## config.mk

```make
export PLATFORM = sky130hd
export DESIGN_NAME = axi4_burst_master_flat
export DESIGN_NICKNAME = d
export VERILOG_FILES = /design/src/rtl/axi4_burst_master_if.sv /design/src/rtl/axi4_burst_master.sv /design/src/flat_wrapper.sv
export SDC_FILE = /design/constraint.sdc
export NUM_CORES = 1
export LEC_CHECK = 0
export BUFFER_PORTS_ARGS = -buffer_cell sky130_fd_sc_hd__buf_2
export CORE_ASPECT_RATIO = 0.6
export CORE_MARGIN = 4
export CORE_UTILIZATION = 48
export DETAILED_ROUTE_END_ITERATION = 10
export PLACE_DENSITY = 0.95
export SYNTH_ARGS = -nofsm -noshare
export SYNTH_HDL_FRONTEND = slang
export SYNTH_SLANG_ARGS = --single-unit
```

## constraint.sdc

```tcl
create_clock -name ACLK -period 4.2 [get_ports ACLK]
set_input_delay 1.05 -clock ACLK [delete_from_list [all_inputs] [get_ports ACLK]]
set_output_delay 1.05 -clock ACLK [all_outputs]
set_load 0.02 [all_outputs]
```

## src/rtl/axi4_burst_master_if.sv

```systemverilog
// AXI4 channel bundle between the burst master and a memory-mapped slave.
// Holds the AW, W, B, AR and R channels; clock and reset stay outside.
interface axi4_burst_master_if #(
    parameter int DATA_WIDTH = 32,
    parameter int ADDR_WIDTH = 16
);
    logic [ADDR_WIDTH-1:0] AWADDR;
    logic [7:0]            AWLEN;
    logic [2:0]            AWSIZE;
    logic                  AWVALID;
    logic                  AWREADY;
    logic [DATA_WIDTH-1:0] WDATA;
    logic                  WVALID;
    logic                  WLAST;
    logic                  WREADY;
    logic [1:0]            BRESP;
    logic                  BVALID;
    logic                  BREADY;
    logic [ADDR_WIDTH-1:0] ARADDR;
    logic [7:0]            ARLEN;
    logic [2:0]            ARSIZE;
    logic                  ARVALID;
    logic                  ARREADY;
    logic [DATA_WIDTH-1:0] RDATA;
    logic [1:0]            RRESP;
    logic                  RVALID;
    logic                  RLAST;
    logic                  RREADY;

    modport master (
        output AWADDR, AWLEN, AWSIZE, AWVALID,
        input  AWREADY,
        output WDATA, WVALID, WLAST,
        input  WREADY,
        input  BRESP, BVALID,
        output BREADY,
        output ARADDR, ARLEN, ARSIZE, ARVALID,
        input  ARREADY,
        input  RDATA, RRESP, RVALID, RLAST,
        output RREADY
    );

    modport slave (
        input  AWADDR, AWLEN, AWSIZE, AWVALID,
        output AWREADY,
        input  WDATA, WVALID, WLAST,
        output WREADY,
        output BRESP, BVALID,
        input  BREADY,
        input  ARADDR, ARLEN, ARSIZE, ARVALID,
        output ARREADY,
        output RDATA, RRESP, RVALID, RLAST,
        input  RREADY
    );
endinterface

```

## src/rtl/axi4_burst_master.sv

```systemverilog
// Single-outstanding AXI4 INCR burst initiator driven by a command/stream port.
// Illegal commands (oversize beat, 4 KB crossing) are rejected without touching the bus.
module axi4_burst_master #(
    parameter int DATA_WIDTH = 32,
    parameter int ADDR_WIDTH = 16
) (
    input  logic                  ACLK,
    input  logic                  ARESET,
    input  logic                  cmd_valid,
    output logic                  cmd_ready,
    input  logic                  cmd_write,
    input  logic [ADDR_WIDTH-1:0] cmd_addr,
    input  logic [7:0]            cmd_len,
    input  logic [2:0]            cmd_size,
    output logic                  cmd_err,
    input  logic [DATA_WIDTH-1:0] wr_data,
    input  logic                  wr_valid,
    output logic                  wr_ready,
    output logic [DATA_WIDTH-1:0] rd_data,
    output logic                  rd_valid,
    output logic                  rd_last,
    output logic [1:0]            rd_resp,
    input  logic                  rd_ready,
    output logic                  done,
    output logic [1:0]            done_resp,
    output logic                  proto_err,
    axi4_burst_master_if.master   axi
);
    localparam logic [2:0] S_IDLE = 3'd0;
    localparam logic [2:0] S_AW   = 3'd1;
    localparam logic [2:0] S_W    = 3'd2;
    localparam logic [2:0] S_B    = 3'd3;
    localparam logic [2:0] S_AR   = 3'd4;
    localparam logic [2:0] S_R    = 3'd5;

    localparam logic [2:0] SIZE_MAX = 3'($clog2(DATA_WIDTH / 8));

    logic [2:0]            state;
    logic [7:0]            cnt;
    logic [ADDR_WIDTH-1:0] addr_q;
    logic [7:0]            len_q;
    logic [2:0]            size_q;
    logic [1:0]            resp_q;
    logic                  done_q;
    logic [1:0]            done_resp_q;
    logic                  cmd_err_q;
    logic                  proto_err_q;

    logic [20:0] beats;
    logic [20:0] end_b;
    logic        cmd_bad;
    logic        in_w;
    logic        in_r;
    logic        last_beat;
    logic        w_hs;
    logic        r_hs;

    // Burst end offset within the 4 KB page, kept wide so nothing truncates
    always_comb begin
        beats   = {13'd0, cmd_len} + 21'd1;
        end_b   = {9'd0, cmd_addr[11:0]} + (beats << cmd_size);
        cmd_bad = (cmd_size > SIZE_MAX) || (end_b > 21'd4096);
    end

    assign in_w      = (state == S_W);
    assign in_r      = (state == S_R);
    assign last_beat = (cnt == len_q);
    assign w_hs      = in_w && wr_valid && axi.WREADY;
    assign r_hs      = in_r && axi.RVALID && rd_ready;

    assign cmd_ready = (state == S_IDLE);
    assign cmd_err   = cmd_err_q;
    assign done      = done_q;
    assign done_resp = done_resp_q;
    assign proto_err = proto_err_q;

    assign axi.AWVALID = (state == S_AW);
    assign axi.AWADDR  = addr_q;
    assign axi.AWLEN   = len_q;
    assign axi.AWSIZE  = size_q;
    assign axi.ARVALID = (state == S_AR);
    assign axi.ARADDR  = addr_q;
    assign axi.ARLEN   = len_q;
    assign axi.ARSIZE  = size_q;

    assign axi.WVALID = in_w && wr_valid;
    assign axi.WDATA  = in_w ? wr_data : '0;
    assign axi.WLAST  = in_w && last_beat;
    assign wr_ready   = in_w && axi.WREADY;
    assign axi.BREADY = (state == S_B);

    assign axi.RREADY = in_r && rd_ready;
    assign rd_valid   = in_r && axi.RVALID;
    assign rd_data    = in_r ? axi.RDATA : '0;
    assign rd_resp    = in_r ? axi.RRESP : 2'b00;
    assign rd_last    = in_r && axi.RLAST;

    // Command capture, burst sequencing and completion reporting
    always_ff @(posedge ACLK or posedge ARESET) begin
        if (ARESET) begin
            state       <= S_IDLE;
            cnt         <= '0;
            addr_q      <= '0;
            len_q       <= '0;
            size_q      <= '0;
            resp_q      <= '0;
            done_q      <= 1'b0;
            done_resp_q <= '0;
            cmd_err_q   <= 1'b0;
            proto_err_q <= 1'b0;
        end else begin
            done_q    <= 1'b0;
            cmd_err_q <= 1'b0;
            case (state)
                S_IDLE: begin
                    if (cmd_valid) begin
                        addr_q <= cmd_addr;
                        len_q  <= cmd_len;
                        size_q <= cmd_size;
                        cnt    <= '0;
                        resp_q <= '0;
                        if (cmd_bad) begin
                            cmd_err_q <= 1'b1;
                        end else begin
                            state <= cmd_write ? S_AW : S_AR;
                        end
                    end
                end
                S_AW: begin
                    if (axi.AWREADY) state <= S_W;
                end
                S_W: begin
                    if (w_hs) begin
                        cnt <= cnt + 8'd1;
                        if (last_beat) state <= S_B;
                    end
                end
                S_B: begin
                    if (axi.BVALID) begin
                        done_q      <= 1'b1;
                        done_resp_q <= axi.BRESP;
                        state       <= S_IDLE;
                    end
                end
                S_AR: begin
                    if (axi.ARREADY) state <= S_R;
                end
                S_R: begin
                    if (r_hs) begin
                        cnt <= cnt + 8'd1;
                        if (resp_q == 2'b00 && axi.RRESP != 2'b00) begin
                            resp_q <= axi.RRESP;
                        end
                        if (last_beat != axi.RLAST) proto_err_q <= 1'b1;
                        if (last_beat) begin
                            done_q      <= 1'b1;
                            done_resp_q <= (resp_q != 2'b00) ? resp_q : axi.RRESP;
                            state       <= S_IDLE;
                        end
                    end
                end
                default: state <= S_IDLE;
            endcase
        end
    end
endmodule
```

## src/flat_wrapper.sv

```systemverilog
// flat-port wrapper written by rule: the top's interface ports become plain ports
module axi4_burst_master_flat 
#(
    parameter int DATA_WIDTH = 32,
    parameter int ADDR_WIDTH = 16
)
  (ACLK, ARESET, cmd_valid, cmd_ready, cmd_write, cmd_addr, cmd_len, cmd_size, cmd_err, wr_data, wr_valid, wr_ready, rd_data, rd_valid, rd_last, rd_resp, rd_ready, done, done_resp, proto_err, axi_AWADDR, axi_AWLEN, axi_AWSIZE, axi_AWVALID, axi_AWREADY, axi_WDATA, axi_WVALID, axi_WLAST, axi_WREADY, axi_BRESP, axi_BVALID, axi_BREADY, axi_ARADDR, axi_ARLEN, axi_ARSIZE, axi_ARVALID, axi_ARREADY, axi_RDATA, axi_RRESP, axi_RVALID, axi_RLAST, axi_RREADY);
  axi4_burst_master_if #(.DATA_WIDTH(DATA_WIDTH), .ADDR_WIDTH(ADDR_WIDTH)) axi_i ();
  input  logic ACLK;
  input  logic ARESET;
  input  logic cmd_valid;
  output logic cmd_ready;
  input  logic cmd_write;
  input  logic [ADDR_WIDTH-1:0] cmd_addr;
  input  logic [7:0] cmd_len;
  input  logic [2:0] cmd_size;
  output logic cmd_err;
  input  logic [DATA_WIDTH-1:0] wr_data;
  input  logic wr_valid;
  output logic wr_ready;
  output logic [DATA_WIDTH-1:0] rd_data;
  output logic rd_valid;
  output logic rd_last;
  output logic [1:0] rd_resp;
  input  logic rd_ready;
  output logic done;
  output logic [1:0] done_resp;
  output logic proto_err;
  output wire logic [$bits(axi_i.AWADDR)-1:0] axi_AWADDR;
  output wire logic [$bits(axi_i.AWLEN)-1:0] axi_AWLEN;
  output wire logic [$bits(axi_i.AWSIZE)-1:0] axi_AWSIZE;
  output wire logic [$bits(axi_i.AWVALID)-1:0] axi_AWVALID;
  input wire logic [$bits(axi_i.AWREADY)-1:0] axi_AWREADY;
  output wire logic [$bits(axi_i.WDATA)-1:0] axi_WDATA;
  output wire logic [$bits(axi_i.WVALID)-1:0] axi_WVALID;
  output wire logic [$bits(axi_i.WLAST)-1:0] axi_WLAST;
  input wire logic [$bits(axi_i.WREADY)-1:0] axi_WREADY;
  input wire logic [$bits(axi_i.BRESP)-1:0] axi_BRESP;
  input wire logic [$bits(axi_i.BVALID)-1:0] axi_BVALID;
  output wire logic [$bits(axi_i.BREADY)-1:0] axi_BREADY;
  output wire logic [$bits(axi_i.ARADDR)-1:0] axi_ARADDR;
  output wire logic [$bits(axi_i.ARLEN)-1:0] axi_ARLEN;
  output wire logic [$bits(axi_i.ARSIZE)-1:0] axi_ARSIZE;
  output wire logic [$bits(axi_i.ARVALID)-1:0] axi_ARVALID;
  input wire logic [$bits(axi_i.ARREADY)-1:0] axi_ARREADY;
  input wire logic [$bits(axi_i.RDATA)-1:0] axi_RDATA;
  input wire logic [$bits(axi_i.RRESP)-1:0] axi_RRESP;
  input wire logic [$bits(axi_i.RVALID)-1:0] axi_RVALID;
  input wire logic [$bits(axi_i.RLAST)-1:0] axi_RLAST;
  output wire logic [$bits(axi_i.RREADY)-1:0] axi_RREADY;
  assign axi_AWADDR = axi_i.AWADDR;
  assign axi_AWLEN = axi_i.AWLEN;
  assign axi_AWSIZE = axi_i.AWSIZE;
  assign axi_AWVALID = axi_i.AWVALID;
  assign axi_i.AWREADY = axi_AWREADY;
  assign axi_WDATA = axi_i.WDATA;
  assign axi_WVALID = axi_i.WVALID;
  assign axi_WLAST = axi_i.WLAST;
  assign axi_i.WREADY = axi_WREADY;
  assign axi_i.BRESP = axi_BRESP;
  assign axi_i.BVALID = axi_BVALID;
  assign axi_BREADY = axi_i.BREADY;
  assign axi_ARADDR = axi_i.ARADDR;
  assign axi_ARLEN = axi_i.ARLEN;
  assign axi_ARSIZE = axi_i.ARSIZE;
  assign axi_ARVALID = axi_i.ARVALID;
  assign axi_i.ARREADY = axi_ARREADY;
  assign axi_i.RDATA = axi_RDATA;
  assign axi_i.RRESP = axi_RRESP;
  assign axi_i.RVALID = axi_RVALID;
  assign axi_i.RLAST = axi_RLAST;
  assign axi_RREADY = axi_i.RREADY;
  axi4_burst_master #(.DATA_WIDTH(DATA_WIDTH), .ADDR_WIDTH(ADDR_WIDTH)) u_core (.ACLK(ACLK), .ARESET(ARESET), .cmd_valid(cmd_valid), .cmd_ready(cmd_ready), .cmd_write(cmd_write), .cmd_addr(cmd_addr), .cmd_len(cmd_len), .cmd_size(cmd_size), .cmd_err(cmd_err), .wr_data(wr_data), .wr_valid(wr_valid), .wr_ready(wr_ready), .rd_data(rd_data), .rd_valid(rd_valid), .rd_last(rd_last), .rd_resp(rd_resp), .rd_ready(rd_ready), .done(done), .done_resp(done_resp), .proto_err(proto_err), .axi(axi_i));
endmodule
```

After elaboration in Yosys (flattened, before gate mapping). Index checks and enable logic that the tools add are counted.

Register bits after elaboration: 45. Bits in latches: 0. Bits in writable memories: 0. ROM bits: 0. Bits of input ports: 107. Memories: 0.

Add/sub/neg operators: 3. $mul: 0. Div/mod/pow operators: 0. $lt $le $gt $ge: 2. Equality and inequality tests: 17. Shift-type cells: 1. Muxes and demuxes: 34. Bitwise operators: 0. Reductions and logical operators: 23.

Operators with widths (count): 32-bit two-way mux (2); 3-bit two-way mux (10); 8-bit two-way mux (3); 8-bit one-hot mux with 3 select lines (1); 12-bit by 21-bit adder with 21-bit output (1); 21-bit by 13-bit > comparator with 1-bit output (second input constant) (1); 21-bit by 3-bit left shift with 21-bit output (1); 3-bit one-hot mux with 6 select lines (1); 2-bit two-way mux (8); 2-bit inequality test (second input constant) (8); 4-bit AND reduction (3); 8-bit by 1-bit adder with 9-bit output (second input constant) (1); 1-bit logical AND (9); 9-bit AND reduction (1); 8-bit by 1-bit adder with 8-bit output (second input constant) (1); 8-bit == test (1); 2-bit one-hot mux with 2 select lines (2); 2-bit nonzero test (4); 3-bit by 2-bit == test with 1-bit output (second input constant) (2); 3-bit == test (second input constant) (2); 1-bit two-way mux (6); 2-bit by 1-bit inequality test with 1-bit output (second input constant) (2); 3-bit by 1-bit == test with 1-bit output (second input constant) (1); 3-bit by 2-bit > comparator with 1-bit output (second input constant) (1); other kinds (8) (8).

Longest topological paths before layout. Gate-level depths: netlist of the first run.

Depth after elaboration: 8. Mapped depth: 16.

Worst setup path after synthesis of the first run. No wires, ideal clock.

Path type: input-to-reg. From: input port cmd_len[0]. To: register u_core.state[0]. Library setup time: 87 ps. Arrival time: 3773 ps. Path slack: 340 ps. Cell stages on the path: 16. Path buffers: 0. Path through: ha_1 -> and4_1 -> nand2_1 -> xor2_1 -> mux2i_1 -> mux2_2 -> nor2_1 -> a21oi_1 -> ha_1 -> or3_1 -> nor2_1 -> a211oi_2 -> mux2i_1 -> nor4_2 -> o21ai_1 -> a211oi_2.

Cells in the longest elaborated chain, start to end: 7.

RTL lines: start: declaration (RTL line flat_wrapper.sv:15) `input logic [7:0] cmd_len;`; 8-bit by 1-bit adder with 9-bit output (RTL line axi4_burst_master.sv:60) `beats = {13'd0, cmd_len} + 21'd1;`; 21-bit by 3-bit left shift with 21-bit output (RTL line axi4_burst_master.sv:61) `end_b = {9'd0, cmd_addr[11:0]} + (beats << cmd_size);`; 12-bit by 21-bit adder with 21-bit output (RTL line axi4_burst_master.sv:61); 21-bit by 13-bit > comparator with 1-bit output (RTL line axi4_burst_master.sv:62) `cmd_bad = (cmd_size > SIZE_MAX) || (end_b > 21'd4096);`; 1-bit logical OR (RTL line axi4_burst_master.sv:62); 2-bit inequality test (no line); 9-bit AND reduction (no line); end signal: assignment (RTL line axi4_burst_master.sv:125) `state <= cmd_write ? S_AW : S_AR;`; end: declaration (RTL line axi4_burst_master.sv:38) `logic [2:0] state;`.

Every way passes these cells. A chain may end at the register's enable or synchronous reset.

Worst setup path after layout of the first run. Same ends and word-level chain as after synthesis.

==> results.md, run 1 <==
* CTS HTree Levels at 2
* Post-route worst setup slack at between 0.15 and 0.2 ns
* Pre-CTS WS at -0.0612 ns
* DRT iter0 DRCs at 324
* Syn nets at 591
* TritonCTS clock tree: yes
* # IOs at ~240
* Initial antenna violation count at 5
* Max Clk Rate at roughly 250 MHz
* Min cycle time layout at around 4.0 ns
* CORE AREA at 0.00801 mm²
* R2r worst-path depth at 6
* Post-Syn Area at ~0.0040 mm²
* Via count at about 4400
* Largest net degree at the start of global routing at 48
* GRT Overall Usage at 0.266
* Arr. time, crit path at around 4.2 ns
* Vias in the first global route at 4137
* Kind of critical path: input pin to flop
* Dpl cell area at 0.00509 mm²
* Worst Path Required at around 4.4 ns
* GP Congestion at just under 1
* Most area-hungry cell type in the Yosys netlist: dfrtp_1
* PwrDens at between 600 and 700 mW/mm²
* Avg WL per Cell at 18.0 µm
* HP Class: flop to flop
* Routed WL at around 14000 µm
* Post-synth ARST share at 1.00
* Seq/Total Area, Yosys at 0.279
* Clock buffer depth at 2
* Critical Path End Type: flop
* Relative slew slack at 0.212
* Crit path max fanout at 6
* Yosys top cell area share at 0.279
* Synth Area per Inst at between 8 and 9 µm²
* Die area at 0.00998 mm²
* NumNets Final at just under 800
* Status: finished clean
* Total gr overflow at 0
* Worst-Margin Slew at ~1.2 ns
* CTS root buffer: clkbuf_16
* Most frequently used flop master after synthesis: dfrtp_1
* Fin crit share at 0.959
* Pre-antenna DRT Iters at 4
* Hold Crit Depth at 1
* Total setup buffers inserted after CTS at 0
* Num CTS Buffers at 5
* Worst IR Drop VDD at 469 µV
* Final setup fails at 0
* Cells after synthesis at around 470
* Starting Density at 0.503
* Most used standard cell by instance count after synthesis: dfrtp_1
* Most frequent cells after synthesis: dfrtp_1, and2_1, and3_1
* Synth cell types at between 60 and 70
* Final standard cell area without fillers at roughly 0.0053 mm²
* Row Count at 25
* Die Span X at between 100 and 150 µm
* Filler instances at about 650
* Yosys reg bits at 45
* EDFF count, synth at 0
* Worst-Skew Late Latency at about 0.29 ns
* Area grow syn2layout at 31.1%
* Final Skew at between 0.004 and 0.005 ns
* Clk sinks at between 40 and 50
* Final max-slew violation count at 0
* Final count of hold timing violations at 0
* Vias per cell at between 5 and 6
* Share of cells above drive strength 1 at 0.463
* Final core area utilization at 0.660
* Synth Warn # at 0
* # DRC at 0
* Buffers on Ports at about 240
* First-pass GRT wire length at roughly 22000 µm
* MaxCap Viol Count at 0
* Die height at roughly 80 µm
* Clock Pin Slew Worst Setup and Hold Paths at approximately 0.060 ns
* Post-route ant nets at 0
* Area contributors post-synth: dfrtp_1, mux2_2, and2_1, and3_1, buf_4
* Smallest hold slack at just over 0.5 ns
* Detail Placement HPWL at about 11000 µm
* Cell leakage power at approximately 2.9 nW
* Startpoint Class: input pin
-- worst paths after layout --
| path | start | end | slack (ns) |
|---|---|---|---|
| setup / recovery | cmd_len[0] | u_core.state[0] | 0.17 |
| hold / removal | u_core.proto_err | u_core.proto_err | 0.51 |
| setup reg to reg | u_core.state[1] | u_core.cnt[4] | 1.15 |
| hold reg to reg | u_core.proto_err | u_core.proto_err | 0.51 |
| max in group asynchronous | ARESET | u_core.axi.ARADDR[3] | 2.61 |
| min in group asynchronous | ARESET | u_core.done_resp[0] | 0.99 |
-- power breakdown --
group / internal [W] / switching, W / leakage, nW / total, W
Combinational: 0.000725 / 0.00116 / 2.23 / 0.00188
Sequential: 0.000610 / 0.000222 / 0.558 / 0.000832
Clock: 0.000298 / 0.000169 / 0.0842 / 0.000467
Total: 0.00163 / 0.00155 / 2.87 / 0.00318
-- cell families (layout without fill, tap and decap cells) --
family / Yosys count / count (layout) / share of synthesized area
adder cells (fa/ha/maj): 16 / 16 / 0.0515
flip-flops: 45 / 45 / 0.279
other: 0 / 5 / 0
XOR/XNOR: 17 / 17 / 0.0369
buffers and inverters: 68 / 270 / 0.0971
AND/OR/NAND/NOR: 188 / 188 / 0.270
AO/OA/AOI/OAI: 88 / 88 / 0.141
multiplexers: 46 / 46 / 0.124
-- through the flow --
stage          setup TNS, ns  instances  power (W)
2_1_floorplan              0        468    0.00226
3_3_place_gp               0        770    0.00264
3_5_place_dp          -0.116        770    0.00270
4_1_cts                    0        778    0.00318
5_1_grt              -0.0156        783    0.00337
6_report                   0        783    0.00318
-- worst max-delay path: stages --
cell	delay [ns]
buf_2	0.11
ha_1	0.20
and4_1	0.26
a32oi_1	0.22
nor2_1	0.09
nor3_2	0.23
mux2_2	0.21
nor2_1	0.04
a21oi_1	0.15
ha_2	0.34
a21o_2	0.23
a31oi_1	0.24
a211oi_2	0.08
mux2i_1	0.15
nor4_2	0.34
o21ai_1	0.13
a211oi_2	0.17
-- state kept, by name (all words and copies together), names as in the netlist --
| signal | cells |
|---|---|
| u_core.state | 3 |
| u_core.axi.ARSIZE | 3 |
| u_core.proto_err | 1 |
| u_core.axi.ARADDR | 16 |
| u_core.axi.ARLEN | 8 |
| u_core.done | 1 |
| u_core.cmd_err | 1 |
| u_core.cnt | 8 |
| u_core.done_resp | 2 |
| u_core.resp_q | 2 |
-- layout by cell type (no fill, tap or decap), types with 3 or more instances in the layout --
| cell type | n |
|---|---|
| buf_2 | 241 |
| dfrtp_1 | 45 |
| and2_1 | 42 |
| and3_1 | 38 |
| mux2_2 | 31 |
| nor2_1 | 29 |
| nand2_1 | 22 |
| o21ai_0 | 21 |
| a21oi_1 | 19 |
| mux2i_1 | 14 |
| ha_1 | 13 |
| inv_1 | 12 |
| xnor2_1 | 11 |
| o21ai_1 | 10 |
| nand4_1 | 9 |
| nand2b_1 | 7 |
| buf_4 | 7 |
| a31oi_1 | 6 |
| nand3_1 | 6 |
| xor2_1 | 6 |
| diode_2 | 5 |
| a21o_1 | 5 |
| clkbuf_16 | 5 |
| nor3_1 | 4 |
| nand3b_1 | 4 |
| nor2b_1 | 3 |
| a211oi_2 | 3 |
| a21oi_2 | 3 |
| nor3_2 | 3 |
| nor3b_1 | 3 |
-- per-layer routing --
layer	GRT usage	up-vias	part of all wire
met5	0	-	0
met4	0.0782	0	0.026
met3	0.0558	25	0.076
met2	0.423	215	0.47
met1	0.369	2079	0.43
li1	-	2043	-
-- repair_timing --
item / 4_1_cts / 5_1_grt
setup endpoints to repair: 0 / 3
hold buffers: 0 / 0
resized for setup: 0 / 5
-- area by class of cell --
class                           instances  area [µm²]  area share
Antenna cell                            5        12.5     0.00237
Sequential cell                        45        1130       0.213
Multi-Input combinational cell        355        2530       0.478
Inverter                               14        52.6     0.00994
Timing Repair Buffer                  248        1260       0.238
Clock buffer                            7         143      0.0270
Tap cell                              108         135      0.0256
Clock inverter                          1        30.0     0.00568
No activity file was read; power rests on OpenSTA's default activity.
==> run 2: changes to the inputs <==
--- a/config.mk
+++ b/config.mk
@@ -9,6 +9,7 @@
 export CORE_ASPECT_RATIO = 0.6
 export CORE_MARGIN = 4
 export CORE_UTILIZATION = 48
+export CTS_BUF_LIST = sky130_fd_sc_hd__clkbuf_16
 export DETAILED_ROUTE_END_ITERATION = 10
 export PLACE_DENSITY = 0.95
 export SYNTH_ARGS = -nofsm -noshare
==> run 2 against run 1 <==
  * Register-to-register slack about the same
  * Clock skew about the same
  * Final cell count is the same
  * Flip-flop and latch count unchanged
  * Die area did not move
  * Via count decreased by 0.11%
  * Critical path type unchanged
  * Clock power decreased by 4.5%
  * Total power decreased by 0.69%
  * Largest cell class unchanged
  * Final area down 0.19%
  * Non-clock buffer count stayed put
  * Highest routed layer unchanged
  * First-iteration DRC count unchanged
==> results.md, run 2 (synthesized netlist as in run 1, its figures left out) <==
* Avg WL per Cell at 18.0 µm (about the same)
* Total gr overflow at 0 (unchanged)
* Total setup buffers inserted after CTS at 0 (unchanged)
* TritonCTS clock tree: yes
* Final Skew at 0.00432 ns (-0.000202 ns)
* Worst IR Drop VDD at 469 µV (about the same)
* Initial antenna violation count at 5 (unchanged)
* Area grow syn2layout at 30.9%
* Final max-slew violation count at 0 (unchanged)
* Clock Pin Slew Worst Setup and Hold Paths at 0.06 ns (about the same)
* Dpl cell area at 0.00509 mm² (unchanged)
* Routed WL at 14100 µm (about the same)
* Most frequent cells in the layout: buf_2, dfrtp_1, and2_1
* Endpoint, Worst Hold: u_core.proto_err
* RR Endpoint: u_core.cnt[4]
* Num CTS Buffers at 5 (unchanged)
* Vias in the first global route at 4137 (unchanged)
* Worst-Skew Late Latency at 0.29 ns (about the same)
* R2r worst-path depth at 6 (unchanged)
* DRT iter0 DRCs at 324 (unchanged)
* Clk pwr share at 0.141 (-0.006)
* Final count of hold timing violations at 0 (unchanged)
* Relative slew slack at 0.216 (+0.00443)
* Final setup fails at 0 (unchanged)
* Hold Crit Depth at 1 (unchanged)
* Row Count at 25 (unchanged)
* Smallest hold slack at 0.511 ns (+0.0000570 ns)
* Vias per cell at 5.56 (-0.11%)
* GRT Overall Usage at 0.266 (unchanged)
* Part of the power in registers at 0.263 (about the same)
* Clock buffer depth at 2 (unchanged)
* Critical-path cell list: buf_2 > ha_1 > and4_1 > a32oi_1 > nor2_1 > nor3_2 > mux2_2 > nor2_1 > a21oi_1 > ha_2 > a21o_2 > a31oi_1 > a211oi_2 > mux2i_1 > nor4_2 > o21ai_1 > a211oi_2
* NumNets Final at 792 (unchanged)
* Buffers on Ports at 241 (unchanged)
* Min cycle time layout at 4.03 ns (-0.000252 ns)
* Clk sinks at 45 (unchanged)
* Max Clk Rate at 248 MHz (about the same)
* Switch Pwr at 0.00155 W (about the same)
* Crit path max fanout at 6 (unchanged)
* Top delay family on crit path: compound AO/OA/AOI/OAI gates
* Cell leakage power at 2.87 nW (about the same)
* Worst Path Required at 4.40 ns (about the same)
* WP buf/inv at 1 (unchanged)
* GP Congestion at 0.966 (unchanged)
* Die area at 0.00998 mm² (unchanged)
* Most common cell after layout, fill and taps aside: buf_2
* Worst-Margin Slew at 1.18 ns (-0.00665 ns)
* Die height at 79.0 µm (unchanged)
* Post-route ant nets at 0 (unchanged)
* Int Power at 0.00161 W (-1.3%)
* First-pass GRT wire length at 21500 µm (unchanged)
* Fin crit share at 0.959 (about the same)
* CTS HTree Levels at 2 (unchanged)
* MaxCap Viol Count at 0 (unchanged)
* Share of cells above drive strength 1 at 0.461 (-0.00149)
* Worst path max stage delay at 0.34 ns (about the same)
* CP Depth at 17 (unchanged)
* Critical R2R Launch: u_core.state[1]
* Starting Density at 0.503 (unchanged)
* Status: finished clean
* CORE AREA at 0.00801 mm² (unchanged)
* # DRC at 0 (unchanged)
* Via count at 4357 (-0.11%)
* Switching part of the total at 0.490 (+0.00302)
* Critical Path End Type: flop
* # IOs at 242 (unchanged)
* Largest net degree at the start of global routing at 48 (unchanged)
* Final standard cell area without fillers at 0.00528 mm² (-0.19%)
* CP max-delay cell: ha_2
* Max reg flops at 16 (unchanged)
* R2R setup slack at 1.15 ns (about the same)
* CTS root buffer: clkbuf_16
* Hold path start: u_core.proto_err
* Die Span X at 126 µm (unchanged)
* Detail Placement HPWL at 11200 µm (unchanged)
* Kind of critical path: input pin to flop
* HP Class: flop to flop
* Startpoint Class: input pin
* Part of the power in combinational logic at 0.596 (+0.004)
* PwrDens at 599 mW/mm² (-0.50%)
* Pre-antenna DRT Iters at 4 (unchanged)
* Arr. time, crit path at 4.23 ns (about the same)
## run 2: cell types whose count changed in the layout (fill, tap and decap cells not counted), sizes merged
cell,previous run,this run
inv,14,15
clkbuf,7,5
clkinv,0,1
## run 2: metal layers
metal | routed length (µm) | global-route usage | part of all wire | vias up
li1 | - | - | - | 2044
met1 | 6070 | 0.369 | 0.43 | 2071
met2 | 6580 | 0.423 | 0.47 | 217
met3 | 1080 | 0.0558 | 0.077 | 25
met4 | 364 | 0.0782 | 0.026 | 0
met5 | 0 | 0 | 0 | -
## run 2: power by group through the flow
| stage | Sequential (W) | Clock [W] | Combinational (W) |
|---|---|---|---|
| floorplan | 0.000937 | 0 | 0.00132 |
| global placement | 0.000816 | 0 | 0.00182 |
| detailed placement | 0.000835 | 0 | 0.00187 |
| CTS | 0.000828 | 0.000452 | 0.00188 |
| global route | 0.000868 | 0.000470 | 0.00201 |
| finish | 0.000832 | 0.000446 | 0.00188 |
## run 2: cell type report
type | count | area [µm²]
fill | 652 | 2730
multi-input combinational | 355 | 2530
timing repair buffer | 248 | 1260
sequential | 45 | 1130
tap | 108 | 135
clock buffer | 5 | 125
inverter | 14 | 52.6
clock inverter | 3 | 37.5
antenna | 5 | 12.5
## run 2: how the worst max path moves through the flow
stage                          start         endpoint  slack [ns]
final                     cmd_len[0]  u_core.state[0]        0.17
after global routing      cmd_len[0]  u_core.state[0]       -0.01
after CTS                 cmd_len[0]  u_core.state[0]        0.23
after detailed placement  cmd_len[0]  u_core.state[0]       -0.06
after global placement    cmd_len[0]  u_core.state[0]        0.11
after floorplan           cmd_len[0]  u_core.state[0]        0.34
## run 2: timing repair
item / in CTS / in global routing
setup endpoints to repair: 0 / 3
resized for setup: 0 / 5
hold buffers: 0 / 0
## run 2: through the flow
step                      total power (W)  worst slack [ns]  setup TNS (ns)  cells   util
after global placement            0.00264             0.105               0    770  0.635
final                             0.00316             0.171               0    783  0.659
after detailed placement          0.00270           -0.0612          -0.116    770  0.635
after global routing              0.00335           -0.0113         -0.0150    783  0.659
after floorplan                   0.00226             0.340               0    468      -
after CTS                         0.00316             0.228               0    778  0.655
